`src/rtl/led_disp_pkg.sv`:
```
// Shared types and constants for the two-digit LED display scheduler.
// Slot encoding, digit-enable patterns and default build parameters live here.
package led_disp_pkg;

  localparam int NUM_SRC_DEF      = 4;
  localparam int SCAN_DIV_DEF     = 8000;
  localparam int BLANK_CYC_DEF    = 64;
  localparam int DWELL_FRAMES_DEF = 500;

  typedef enum logic {
    SLOT_LO = 1'b0,
    SLOT_HI = 1'b1
  } slot_e;

  localparam logic [1:0] DIGIT_EN_OFF = 2'b00;
  localparam logic [1:0] DIGIT_EN_LO  = 2'b01;
  localparam logic [1:0] DIGIT_EN_HI  = 2'b10;

  // Index width that stays legal for a single requester.
  function automatic int idx_width(input int n);
    return (n > 1) ? $clog2(n) : 1;
  endfunction

endpackage

```
`src/rtl/led_disp_scheduler_if.sv`:
```
// Requester-side bus of the display scheduler: request/byte in, grant/ack out.
interface led_disp_scheduler_if
  import led_disp_pkg::*;
#(
  parameter int NUM_SRC = NUM_SRC_DEF
);

  logic [NUM_SRC-1:0]   req;
  logic [8*NUM_SRC-1:0] value;
  logic [NUM_SRC-1:0]   ack;
  logic [NUM_SRC-1:0]   grant;

  modport master (output req, value, input ack, grant);
  modport slave  (input req, value, output ack, grant);

endinterface

```
`src/rtl/led_disp_scheduler_rr_arbiter.sv`:
```
// Combinational round-robin pick: first requester after ptr, ptr itself last.
module rr_arbiter
  import led_disp_pkg::*;
#(
  parameter  int NUM_SRC = NUM_SRC_DEF,
  localparam int PTR_W   = idx_width(NUM_SRC)
) (
  input  logic [NUM_SRC-1:0] req,
  input  logic [PTR_W-1:0]   ptr,
  output logic [PTR_W-1:0]   winner,
  output logic               valid
);

  always_comb begin
    // NOTE: every combinational output gets a default first so no path infers a latch.
    winner = '0;
    valid  = 1'b0;
    for (int k = 1; k <= NUM_SRC; k++) begin
      if (!valid && req[(int'(ptr) + k) % NUM_SRC]) begin
        valid  = 1'b1;
        winner = PTR_W'((int'(ptr) + k) % NUM_SRC);
      end
    end
  end

endmodule

```
`src/rtl/led_disp_scheduler.sv`:
```
// Time-shares the two-digit hex display between requesters and scans the digits;
// ownership and the displayed byte only change at frame boundaries.
module led_disp_scheduler
  import led_disp_pkg::*;
#(
  parameter int NUM_SRC      = NUM_SRC_DEF,
  parameter int SCAN_DIV     = SCAN_DIV_DEF,
  parameter int BLANK_CYC    = BLANK_CYC_DEF,
  parameter int DWELL_FRAMES = DWELL_FRAMES_DEF
) (
  input  logic                 clk,
  input  logic                 rst_n,
  led_disp_scheduler_if.slave  bus,
  output logic [3:0]           nibble,
  output logic [1:0]           digit_en,
  output logic                 blank,
  output logic                 frame_tick
);

  localparam int SCAN_W  = $clog2(SCAN_DIV);
  localparam int DWELL_W = $clog2(DWELL_FRAMES + 1);
  localparam int PTR_W   = idx_width(NUM_SRC);

  localparam logic [SCAN_W-1:0]  SCAN_LAST = SCAN_W'(SCAN_DIV - 1);
  localparam logic [SCAN_W-1:0]  BLANK_LIM = SCAN_W'(BLANK_CYC);
  localparam logic [DWELL_W-1:0] DWELL_MAX = DWELL_W'(DWELL_FRAMES);
  localparam logic [PTR_W-1:0]   PTR_INIT  = PTR_W'(NUM_SRC - 1);

  logic [SCAN_W-1:0]  scan_cnt_q, scan_cnt_d;
  slot_e              slot_q, slot_d;
  logic [DWELL_W-1:0] dwell_cnt_q, dwell_cnt_d;
  logic [PTR_W-1:0]   rr_ptr_q, rr_ptr_d;
  logic [NUM_SRC-1:0] grant_q, grant_d;
  logic [NUM_SRC-1:0] ack_q, ack_d;
  logic [7:0]         shadow_q, shadow_d;
  logic [3:0]         nibble_q, nibble_d;
  logic [1:0]         digit_en_q, digit_en_d;
  logic               blank_q, blank_d;
  logic               frame_tick_q, frame_tick_d;

  logic               frame_end;
  logic               owner_valid;
  logic               rearb;
  logic [DWELL_W-1:0] dwell_inc;
  logic [PTR_W-1:0]   arb_idx;
  logic               arb_valid;
  logic [NUM_SRC-1:0] arb_onehot;

  rr_arbiter #(.NUM_SRC(NUM_SRC)) u_arb (
    .req    (bus.req),
    .ptr    (rr_ptr_q),
    .winner (arb_idx),
    .valid  (arb_valid)
  );

  always_comb begin
    scan_cnt_d   = scan_cnt_q + 1'b1;
    slot_d       = slot_q;
    dwell_cnt_d  = dwell_cnt_q;
    rr_ptr_d     = rr_ptr_q;
    grant_d      = grant_q;
    ack_d        = '0;
    shadow_d     = shadow_q;
    frame_tick_d = 1'b0;

    arb_onehot          = '0;
    arb_onehot[arb_idx] = 1'b1;

    if (scan_cnt_q == SCAN_LAST) begin
      scan_cnt_d = '0;
      slot_d     = (slot_q == SLOT_LO) ? SLOT_HI : SLOT_LO;
    end

    frame_end   = (slot_q == SLOT_HI) && (scan_cnt_q == SCAN_LAST);
    owner_valid = |grant_q;
    dwell_inc   = (owner_valid && dwell_cnt_q != DWELL_MAX) ? dwell_cnt_q + 1'b1 : dwell_cnt_q;
    // While a grant is held, rr_ptr_q is the owner's index.
    rearb       = !owner_valid || !bus.req[rr_ptr_q] || (dwell_inc == DWELL_MAX);

    if (frame_end) begin
      frame_tick_d = 1'b1;
      if (!rearb) begin
        dwell_cnt_d = dwell_inc;
        shadow_d    = bus.value[8*int'(rr_ptr_q) +: 8];
        ack_d       = grant_q;
      end else if (arb_valid) begin
        grant_d     = arb_onehot;
        rr_ptr_d    = arb_idx;
        dwell_cnt_d = '0;
        shadow_d    = bus.value[8*int'(arb_idx) +: 8];
        ack_d       = arb_onehot;
      end else begin
        grant_d     = '0;
        dwell_cnt_d = '0;
      end
    end

    // Display outputs are registered from next-state so they align with scan_cnt_q.
    if (scan_cnt_d < BLANK_LIM) begin
      digit_en_d = DIGIT_EN_OFF;
      blank_d    = 1'b1;
    end else begin
      digit_en_d = (slot_d == SLOT_HI) ? DIGIT_EN_HI : DIGIT_EN_LO;
      blank_d    = 1'b0;
    end
    nibble_d = (slot_d == SLOT_HI) ? shadow_d[7:4] : shadow_d[3:0];
  end

  // NOTE: state registers use non-blocking assignments so all flops update from pre-edge values.
  always_ff @(posedge clk) begin
    if (!rst_n) begin
      scan_cnt_q   <= '0;
      slot_q       <= SLOT_LO;
      dwell_cnt_q  <= '0;
      rr_ptr_q     <= PTR_INIT;
      grant_q      <= '0;
      ack_q        <= '0;
      shadow_q     <= 8'h00;
      nibble_q     <= 4'h0;
      digit_en_q   <= DIGIT_EN_OFF;
      blank_q      <= 1'b1;
      frame_tick_q <= 1'b0;
    end else begin
      scan_cnt_q   <= scan_cnt_d;
      slot_q       <= slot_d;
      dwell_cnt_q  <= dwell_cnt_d;
      rr_ptr_q     <= rr_ptr_d;
      grant_q      <= grant_d;
      ack_q        <= ack_d;
      shadow_q     <= shadow_d;
      nibble_q     <= nibble_d;
      digit_en_q   <= digit_en_d;
      blank_q      <= blank_d;
      frame_tick_q <= frame_tick_d;
    end
  end

  assign bus.grant  = grant_q;
  assign bus.ack    = ack_q;
  assign nibble     = nibble_q;
  assign digit_en   = digit_en_q;
  assign blank      = blank_q;
  assign frame_tick = frame_tick_q;

endmodule

```
`src/flat_wrapper.sv`:
```
// flat-port wrapper written by rule: the top's interface ports become plain ports
module led_disp_scheduler_flat import led_disp_pkg::*;
#(
  parameter int NUM_SRC      = NUM_SRC_DEF,
  parameter int SCAN_DIV     = SCAN_DIV_DEF,
  parameter int BLANK_CYC    = BLANK_CYC_DEF,
  parameter int DWELL_FRAMES = DWELL_FRAMES_DEF
)
  (clk, rst_n, nibble, digit_en, blank, frame_tick, bus_req, bus_value, bus_ack, bus_grant);
  led_disp_scheduler_if #(.NUM_SRC(NUM_SRC)) bus_i ();
  input  logic clk;
  input  logic rst_n;
  output logic [3:0] nibble;
  output logic [1:0] digit_en;
  output logic blank;
  output logic frame_tick;
  input wire logic [$bits(bus_i.req)-1:0] bus_req;
  input wire logic [$bits(bus_i.value)-1:0] bus_value;
  output wire logic [$bits(bus_i.ack)-1:0] bus_ack;
  output wire logic [$bits(bus_i.grant)-1:0] bus_grant;
  assign bus_i.req = bus_req;
  assign bus_i.value = bus_value;
  assign bus_ack = bus_i.ack;
  assign bus_grant = bus_i.grant;
  led_disp_scheduler #(.NUM_SRC(NUM_SRC), .SCAN_DIV(SCAN_DIV), .BLANK_CYC(BLANK_CYC), .DWELL_FRAMES(DWELL_FRAMES)) u_core (.clk(clk), .rst_n(rst_n), .bus(bus_i), .nibble(nibble), .digit_en(digit_en), .blank(blank), .frame_tick(frame_tick));
endmodule
```
`config.mk`:
```
export PLATFORM = sky130hd
export DESIGN_NAME = led_disp_scheduler_flat
export DESIGN_NICKNAME = d
export VERILOG_FILES = /design/src/rtl/led_disp_pkg.sv /design/src/rtl/led_disp_scheduler_if.sv /design/src/rtl/led_disp_scheduler_rr_arbiter.sv /design/src/rtl/led_disp_scheduler.sv /design/src/flat_wrapper.sv
export SDC_FILE = /design/constraint.sdc
export NUM_CORES = 1
export LEC_CHECK = 0
export BUFFER_PORTS_ARGS = -buffer_cell sky130_fd_sc_hd__buf_2
export CORE_MARGIN = 3
export CORE_UTILIZATION = 57
export CTS_CLUSTER_DIAMETER = 60
export DETAILED_ROUTE_END_ITERATION = 12
export HOLD_SLACK_MARGIN = 0.03
export PLACE_DENSITY = 0.87
export REMOVE_ABC_BUFFERS = 1
export SLEW_MARGIN = 15
export SYNTH_ARGS = -nofsm -noshare
export SYNTH_HDL_FRONTEND = slang
export SYNTH_SLANG_ARGS = --single-unit
export TNS_END_PERCENT = 1
```
`constraint.sdc`:
```
create_clock -name clk -period 3.35 [get_ports clk]
set_clock_uncertainty 0.15 [all_clocks]
set_input_delay 0.5025 -clock clk [delete_from_list [all_inputs] [get_ports clk]]
set_output_delay 0.5025 -clock clk [all_outputs]
set_load 0.02 [all_outputs]
```
==> results.txt <==
- In this run the tool buffered the top-level ports with 53 buffer cells.
- Number of buffers inserted to repair setup after CTS: 0
* Total die area: 6530 sq um
- In this run the count of I/O pins placed on the die edge is 54.
- The clock drives 49 sinks.
- After clock tree synthesis, the clock-pin slew on the worst setup and hold paths is 0.09 ns.
- Hold repair after CTS inserted 0 buffers.
- Largest net degree at the start of global routing: 27
* Via count of the first global-routing pass: 2873
* Largest cells by area after synthesis: dfxtp_1 (31%), mux4_2 (6.4%), nor2_1 (4.2%)
- Register-to-Register Path Depth: 8
- At the worst endpoint, the arrival time is ~3 ns.
- Area of all placed cells without fillers: 3610 sq um
- The critical path starts at u_core.dwell_cnt_q[1].
- After synthesis, the netlist uses 64 different library cells.
- After synthesis, the share of flip-flops with an asynchronous set or reset is 0.
- Setup repair after global routing missed its margin: false
- In this run the horizontal extent of the chip is a little over 80 um.
- In the global route stage, met3 resource usage came out at 0.0466.
* Worst min-delay path category: reg2reg
* Fraction of final layout cells sized beyond drive strength 1: 0.248
* Last element of the critical path: u_core.nibble[2]
* Crit path capture type: flip-flop
- In the routed layout, each cell is associated on average with a via count of 6.47.
- Smallest setup slack after layout: 0.426 ns
* Global-route wire length before repair: approximately 13 mm
* Launching element type of the critical path: flip-flop
- Once placement finished, the instance area stood at 3490 sq um.
- For this run, the slowest stage of the critical path takes 0.48 ns.
- Placed cell count: between 400 and 500
- Setup violations remaining at the end of the flow were counted as 0.
* Buffers plus inverters on the worst setup path: 0
- In this run the mean area of a mapped cell was 8.57 sq um.
- The count of cells in the finished layout, fillers not included, comes to 489.
* Drc violations: 0
- Initial Util: 0.605
* Met2 track utilization from global routing: 0.411
* Inserted Clock Buffers: 5
- Required time of the critical path: ~3.4 ns
- Total length of routed wires: between 8 and 9 mm
* Core box area: approximately 5300 sq um
- Die span in y: around 81 um
- Summed over all layers, the global routing overflow is 0.
- The clock reaches the later pin of the worst-skew pair after approximately 0.3 ns.
- After global routing, the most crowded layer is met2.
* Post-synth design cell area: 3190 sq um
- Largest fanout on the critical path: 18
- Largest area contributor in the netlist: dfxtp_1
- At the pin with the least slew margin, the transition time is ~0.64 ns.
- In this run the tightest slew margin relative to its limit is 0.572.
- The root buffer cell chosen for the clock tree is clkbuf_8.
- Startpoint of the worst register-to-register path: u_core.dwell_cnt_q[1]
- VDD sags by at most around 0.00018 V.
- Timing analysis after detailed placement gives a worst setup slack of 0.466 ns.
* Cell row count: 26
- The count of nets left with antenna violations once routing finished came out at 0.
- Max-capacitance violation count: 0
* Placed wire-length estimate: 6.03 mm
- Post-synthesis to final-layout area growth: 13.2%
* Worst hold path startpoint: u_core.scan_cnt_q[0]
- For this run, the total global-route usage over all layers was measured as 0.256.
* Max Clk Rate: ~340 MHz
* Final number of max-transition violations: 0
* GR Util met1: 0.344
- Of the synthesized area, sequential elements account for 0.308.
- Number of H-tree levels: 2
- The detailed router finished its first iteration with roughly 380 violations.
- Crit Reg-Reg Endpoint: u_core.nibble[2]
- TritonCTS built the clock tree.
- Layout net count: 460
* Maximum count of clock buffers along a single path: 2
* Flip-flop cell with the highest count after synthesis: dfxtp_1
* Antenna violations before repair: 0
- Final Hold Violating Endpoints: 0
- Chain of cells forming the critical path: ha_1 -> nand3_1 -> or4_1 -> a22oi_1 -> o2111ai_2 -> nand2_2 -> o221ai_1 -> o31a_1
* Total iterations of the first detailed-routing run: 5
- Setup slack on the worst reg-to-reg path comes out at roughly 0.43 ns.
- The congestion estimate from routability-driven global placement came to 0.996.
* Via count: between 3000 and 4000
- Final Critical Period: 2.92 ns
* Number of flops mapped to enable cells by yosys: 0
- Broken down by cell family, the worst path's largest delay share belongs to simple AND/OR/NAND/NOR gates.
* Antenna diode count: 0
- Counting buffers and inverters, the worst setup path is 8 cells deep.
- The flow ran to the end, and the final reports show no timing, DRC or antenna violations.
* Post-synthesis instance total: 372
* Ratio of total power to cell area: 324 nW/um^2
- The setup path with the least slack is of type reg2reg.
- P_leak: 1.49 nW
- Portion of synthesized cell area occupied by the leading cell type: 0.308
- Total negative slack: 0 ns
* Syn. warnings: 0
- Max stage delay cell, worst path: or4_1
* Tcrit/Tclk final: 0.873
- In this run, synthesis produced a sequential element count of 49.
- Post_cts resized: 0
- In the final routed layout, each cell accounts on average for 16.6 um.
[registers in the layout, indices dropped and copies added (netlist names)]
name and flops:
u_core.frame_tick 1, u_core.blank 1, u_core.digit_en 2, u_core.slot_q 1, u_core.bus.ack 4, u_core.nibble 4, u_core.shadow_q 8, u_core.rr_ptr_q 2
u_core.dwell_cnt_q 9, u_core.scan_cnt_q 13, u_core.bus.grant 4
[synthesized netlist by cell type (all sizes together), types with 6 or more instances]
cell type  instances
nand3             18
and2               7
nor3               9
a31oi              6
mux2i             12
nor2b              6
mux2               6
a21oi             13
nand2             35
dfxtp             49
clkbuf            13
mux4               9
nor2              37
and3               7
o21ai             23
inv               12
a32oi              7
buf                7
nand2b             6
o31ai              8
[cells by family (layout without fill, tap and decap cells)]
group,after synthesis,in the layout,synth area share
compound gates,102,102,0.240
flops,49,49,0.308
simple gates,149,149,0.246
buf+inv,33,80,0.0459
fa+ha+maj,4,4,0.0157
xor+xnor,8,8,0.0220
mux,27,27,0.122
[metrics by stage]
step | power, mW | utilization | hold WS, ns
4_1_cts | 1.17 | 0.685 | 0.329
3_5_place_dp | 0.734 | 0.662 | 0.317
6_report | 1.17 | 0.685 | 0.314
2_1_floorplan | 0.682 | - | 0.263
5_1_grt | 1.21 | 0.685 | 0.342
3_3_place_gp | 0.730 | 0.662 | 0.276
[where the power goes]
group | switching, mW | total [mW] | internal [mW]
logic | 0.0747 | 0.137 | 0.0621
clock network | 0.203 | 0.446 | 0.243
registers | 0.00219 | 0.587 | 0.585
total | 0.280 | 1.17 | 0.890
[routing by layer]
layer	routed length, um	up-vias
met5	0	-
met4	243	0
met2	3780	183
met1	3430	1458
met3	665	27
li1	-	1498
[cell usage in the layout, fill, tap and decap left out, types with 4 or more instances in the layout]
cell / n
nand2b_1: 6
nor3_1: 9
buf_2: 53
o221ai_1: 4
a21oi_1: 13
o31ai_1: 6
and3_1: 7
buf_4: 6
clkbuf_8: 6
and2_1: 6
a32oi_1: 7
a31oi_1: 5
nand4_1: 5
mux2_2: 6
nor2_1: 36
or4_1: 5
dfxtp_1: 49
nor2b_1: 6
mux4_2: 9
o21ai_0: 17
o21ai_1: 6
nand3_1: 14
o221a_2: 4
xnor2_1: 5
nand2_1: 34
a22o_1: 5
mux2i_1: 12
o21a_1: 4
inv_1: 12
ha_1: 4
[worst min-delay path by stage]
| stage | to | slack (ns) | cells after the start |
|---|---|---|---|
| after detailed placement | u_core.scan_cnt_q[0] | 0.32 | 1 |
| after global placement | u_core.scan_cnt_q[0] | 0.28 | 1 |
| after global routing | u_core.scan_cnt_q[0] | 0.34 | 1 |
| after CTS | u_core.scan_cnt_q[0] | 0.33 | 1 |
| final | u_core.scan_cnt_q[0] | 0.31 | 1 |
| after floorplan | u_core.scan_cnt_q[0] | 0.26 | 1 |
[final cells by class]
class                      instances  area [sq um]
timing repair buffer              59           310
multi-input combinational        290          2060
clock inverter                     2          37.5
tap                               70          87.6
sequential                        49           981
fill                             414          1660
clock buffer                       6          82.6
inverter                          13          48.8
(Power assumes the default switching activity.)
